$ cat config.mk
export PLATFORM = sky130hd
export DESIGN_NAME = jk_cmd_sequencer
export DESIGN_NICKNAME = d
export VERILOG_FILES = /design/src/rtl/jk_cmd_sequencer.sv
export SDC_FILE = /design/constraint.sdc
export NUM_CORES = 1
export LEC_CHECK = 0
export BUFFER_PORTS_ARGS = -buffer_cell sky130_fd_sc_hd__clkbuf_2
export CORE_ASPECT_RATIO = 0.7
export CORE_UTILIZATION = 45
export CTS_CLUSTER_SIZE = 12
export DETAILED_ROUTE_END_ITERATION = 8
export PLACE_DENSITY = 0.72
export SLEW_MARGIN = 20
export SYNTH_ARGS = -nofsm -noshare
export SYNTH_HDL_FRONTEND = slang
export SYNTH_SLANG_ARGS = --single-unit
$ cat constraint.sdc
create_clock -name clk -period 1.4 [get_ports clk]
set_input_delay 0.28 -clock clk [delete_from_list [all_inputs] [get_ports clk]]
set_output_delay 0.28 -clock clk [all_outputs]
set_load 0.01 [all_outputs]
$ cat src/rtl/jk_cmd_sequencer.sv
// Command sequencer for a JK flip-flop stage with preset/prereset. Each
// command is expanded into N drive cycles. q is modelled and checked once per command.
module jk_cmd_sequencer #(
  parameter int   CNT_W  = 4,
  parameter logic INIT_Q = 1'b0
) (
  input  logic             clk,
  input  logic             reset_n,
  input  logic             cmd_valid,
  input  logic [1:0]       cmd_op,
  input  logic             cmd_force,
  input  logic [CNT_W-1:0] cmd_count,
  output logic             cmd_ready,
  output logic             J,
  output logic             K,
  output logic             preset,
  output logic             prereset,
  input  logic             q_in,
  output logic             q_exp,
  output logic             busy,
  output logic             done,
  output logic             err,
  input  logic             err_clr
);

  typedef enum logic [1:0] {S_IDLE, S_RUN, S_DONE} state_t;
  typedef enum logic [1:0] {OP_HOLD = 2'b00, OP_SET = 2'b01, OP_CLEAR = 2'b10, OP_TOGGLE = 2'b11} op_t;

  state_t           state, state_nx;
  op_t              op_q, op_nx;
  logic             force_q, force_nx;
  logic [CNT_W-1:0] cnt_q, cnt_nx;
  logic             q_exp_nx, err_nx;
  logic             j_nx, k_nx, preset_nx, prereset_nx;
  logic             accept;

  assign accept = cmd_valid && cmd_ready;

  // NOTE: every signal written here gets a default first, so no path leaves it unassigned and no latch is inferred.
  always_comb begin
    state_nx = state;
    op_nx    = op_q;
    force_nx = force_q;
    cnt_nx   = cnt_q;

    unique case (state)
      S_IDLE: begin
        if (accept) begin
          state_nx = S_RUN;
          op_nx    = op_t'(cmd_op);
          force_nx = cmd_force;
          cnt_nx   = (cmd_count == '0) ? CNT_W'(1) : cmd_count;
        end
      end
      S_RUN: begin
        // The counter holds the drive cycles still to go, including this one.
        if (cnt_q == CNT_W'(1)) state_nx = S_DONE;
        else                    cnt_nx   = cnt_q - CNT_W'(1);
      end
      S_DONE:  state_nx = S_IDLE;
      default: state_nx = S_IDLE;
    endcase

    // Drive outputs are registered, so decode them from the state being entered.
    j_nx        = 1'b0;
    k_nx        = 1'b0;
    preset_nx   = 1'b0;
    prereset_nx = 1'b0;
    if (state_nx == S_RUN) begin
      unique case (op_nx)
        OP_SET:    if (force_nx) preset_nx   = 1'b1; else j_nx = 1'b1;
        OP_CLEAR:  if (force_nx) prereset_nx = 1'b1; else k_nx = 1'b1;
        OP_TOGGLE: begin
          j_nx = 1'b1;
          k_nx = 1'b1;
        end
        default: ;
      endcase
    end

    // The modelled q follows the flip-flop, which samples the drive on each RUN edge.
    q_exp_nx = q_exp;
    if (state == S_RUN) begin
      unique case (op_q)
        OP_SET:    q_exp_nx = 1'b1;
        OP_CLEAR:  q_exp_nx = 1'b0;
        OP_TOGGLE: q_exp_nx = ~q_exp;
        default:   q_exp_nx = q_exp;
      endcase
    end

    // A mismatch in DONE takes priority over a simultaneous clear.
    err_nx = err;
    if (state == S_DONE && q_in != q_exp) err_nx = 1'b1;
    else if (err_clr)                     err_nx = 1'b0;
  end

  // NOTE: sequential state uses non-blocking assignments so every register samples pre-edge values.
  always_ff @(posedge clk) begin
    if (!reset_n) begin
      state     <= S_IDLE;
      op_q      <= OP_HOLD;
      force_q   <= 1'b0;
      cnt_q     <= '0;
      q_exp     <= INIT_Q;
      err       <= 1'b0;
      J         <= 1'b0;
      K         <= 1'b0;
      preset    <= 1'b0;
      prereset  <= 1'b0;
      done      <= 1'b0;
      busy      <= 1'b0;
      cmd_ready <= 1'b1;
    end else begin
      state     <= state_nx;
      op_q      <= op_nx;
      force_q   <= force_nx;
      cnt_q     <= cnt_nx;
      q_exp     <= q_exp_nx;
      err       <= err_nx;
      J         <= j_nx;
      K         <= k_nx;
      preset    <= preset_nx;
      prereset  <= prereset_nx;
      done      <= (state_nx == S_DONE);
      busy      <= (state_nx != S_IDLE);
      cmd_ready <= (state_nx == S_IDLE);
    end
  end

endmodule

==> flow_metrics.tcl <==
set metrics [dict create \
    multi_input_area_um2 499 \
    antenna_found_initial 0 \
    fin_crit_ps 1340 \
    num_io_pins 21 \
    yosysTopAreaCellShare_pct 42.9 \
    avgViaCountPerCell 5.43 \
    slew_headroom_pct 79.5 \
    hpwl_mm 1.17 \
    synth.net_count 99 \
    ys_seq_elements 18 \
    cts_tree "done" \
    ys.flop_type "dfxtp_1" \
    cts-root-buf "clkbuf_4" \
    fmax_mhz 745 \
    crit_path_end_kind "flop" \
    grt_max_degree 17 \
    finClkSkew_ps 3.62 \
    place_congestion 0.816 \
    hold_path_class "input pin to flop" \
    cts_hold_buffers 0 \
    drive_gt1_share_pct 41.1 \
    ir_drop_uv 673 \
    drtIter0Drc 12 \
    dp_slack_ps -62.6 \
    cp_max_fo 7 \
    final_nets 127 \
    synthTopCellsByCount "dfxtp_1 (18), nor2_1 (6), inv_1 (5)" \
    areaGrowthSynthToFinish_pct 29.8 \
    route.vias.total 722 \
    die_y_um 38.1 \
    r2r-start "state[1]" \
    report.power.total_mw 1.23 \
    hold_viol 0 \
    grt_pass1_vias 580 \
    drc 0 \
    p_per_area_nw_per_um2 1130 \
    clock-sinks 18 \
    core-area_um2 1670 \
    worstSetupPathType "flop to flop" \
    die_w_um 53.6 \
    timing.hold.ws_ps 239 \
    min_from "cmd_force" \
    run_status "finished, final reports clean" \
    synth_most_common_cell "dfxtp_1" \
    worstSetupStartpointType "flop" \
    synth_area_um2 840 \
    initial_core_util_pct 50.4 \
    syn_inst 85 \
    clk_pin_slew_worst_paths_ps 100 \
    ys_types 38 \
    ff_latch_area_um2 364 \
    die_area_um2 2050 \
    utilization_pct 65.4 \
    fin_cells 133 \
    synth_area_leader_cell "dfxtp_1" \
    post_drt_wl_per_cell_um 12.0 \
    ant_nets 0 \
    crit_path_start "state[1]" \
    drt_pass1_iterations 4 \
    maxCapViolCount 0 \
    fillers 135 \
    clk_path_buf_depth 2 \
    diodes 0 \
    r2r_setup_slack_ps 60 \
    fin_setup_tns_ps 0 \
    wirelength_mm 1.59 \
    leakage_nw 0.462 \
    async_flop_share_pct 0 \
    final_cell_area_um2 1090 \
    grt-ovfl-total 0 \
    setup_viol 0 \
    synth.area.top_cells "dfxtp_1 (43%), nor4b_2 (3.6%), and2_1 (3.0%), ha_1 (3.0%), a21boi_0 (2.7%)" \
    crit_arrival_ps 1580 \
    synth-edff-count 0 \
    drv_slew 0 \
    h-tree-depth 1 \
    worstMarginPinSlew_ps 305 \
    synth_seq_area_share_pct 42.9 \
    cts_made_buffers 3 \
    fin_ws_ps 57.2 \
    io_buffers 20 \
    finalCritPeriodShare_pct 95.9 \
    rows 12 \
    yosys_warnings 0 \
    grt_usage_pct 18.0 \
    placed_cells 127 \
    synth_area_per_cell_um2 9.88 \
    grt_pass1_wl_mm 2.48 \
    required_ps 1630 \
    post_dp_cell_area_um2 973 \
    clk_latency_ps 290 \
]
flip-flops by register name, summed over array words and instances (netlist names):
| name | flops |
|---|---|
| busy | 1 |
| K | 1 |
| op_q | 2 |
| q_exp | 1 |
| state | 2 |
| err | 1 |
| done | 1 |
| preset | 1 |
| J | 1 |
| cmd_ready | 1 |
| force_q | 1 |
| cnt_q | 4 |
| prereset | 1 |
layout by cell type, fill, tap and decap left out, drive strengths merged:
cell	netlist	final
clkbuf	1	24
dfxtp	18	18
nor2	7	7
buf	2	6
o21ai	6	6
inv	5	5
and2	4	4
nand2	4	4
a21boi	4	4
nand2b	3	3
nor3b	3	3
nor3	2	2
o21a	2	2
a21oi	2	2
o211ai	2	2
nor4b	2	2
a31oi	2	2
and4b	2	2
nor2b	2	2
ha	2	2
nand4bb	1	1
a22o	1	1
a32o	1	1
and2b	1	1
a311oi	1	1
o211a	1	1
mux2i	1	1
nor4bb	1	1
xor2	1	1
nand3b	1	1
timing repair:
| item | CTS | global route |
|---|---|---|
| gates resized for setup | 4 | 9 |
| setup endpoints to repair | 4 | 8 |
| buffers inserted | 0 | 2 |
| pin swaps | 1 | 2 |
routing by layer:
metal	wire length (µm)	global-route usage [%]	part of all wire, %	vias up
met5	0	0	0	-
met2	678	26.9	43	18
met3	80	8.33	5.0	5
met4	14	3.95	0.88	0
met1	817	23.4	51	335
li1	-	-	-	364
area by class of cell:
cell class	count	share of cell area, %
clock buffers	4	3.33
multi-input cells	59	45.8
repair buffers	26	13.3
flip-flops and latches	18	33.4
well taps	21	2.41
inverters	5	1.72
path summary, 6_finish.rpt:
kind,end,depth (start not counted)
max,K,5
min,force_q,3
max reg2reg,K,5
min reg2reg,err,2
cell families (layout without fill, tap and decap cells):
logic type	after synthesis	count (layout)	synth area share, %
simple gates	33	33	27.9
compound gates	22	22	19.1
flops	18	18	42.9
buf+inv	8	35	4.92
fa+ha+maj	2	2	2.98
xor+xnor	1	1	1.04
mux	1	1	1.19
critical path, stage by stage (launching register included):
cell,delay (ps)
dfxtp_1,380
nor4bb_4,300
buf_4,200
nor3b_1,60
a31oi_1,200
nor2b_1,160
power breakdown:
group | switching (mW) | total (mW) | leakage, nW | internal (mW)
sequential | 0.0463 | 0.603 | 0.148 | 0.557
combinational | 0.151 | 0.311 | 0.293 | 0.160
clock | 0.157 | 0.316 | 0.0210 | 0.159
Power figures use the tool's default switching activity.
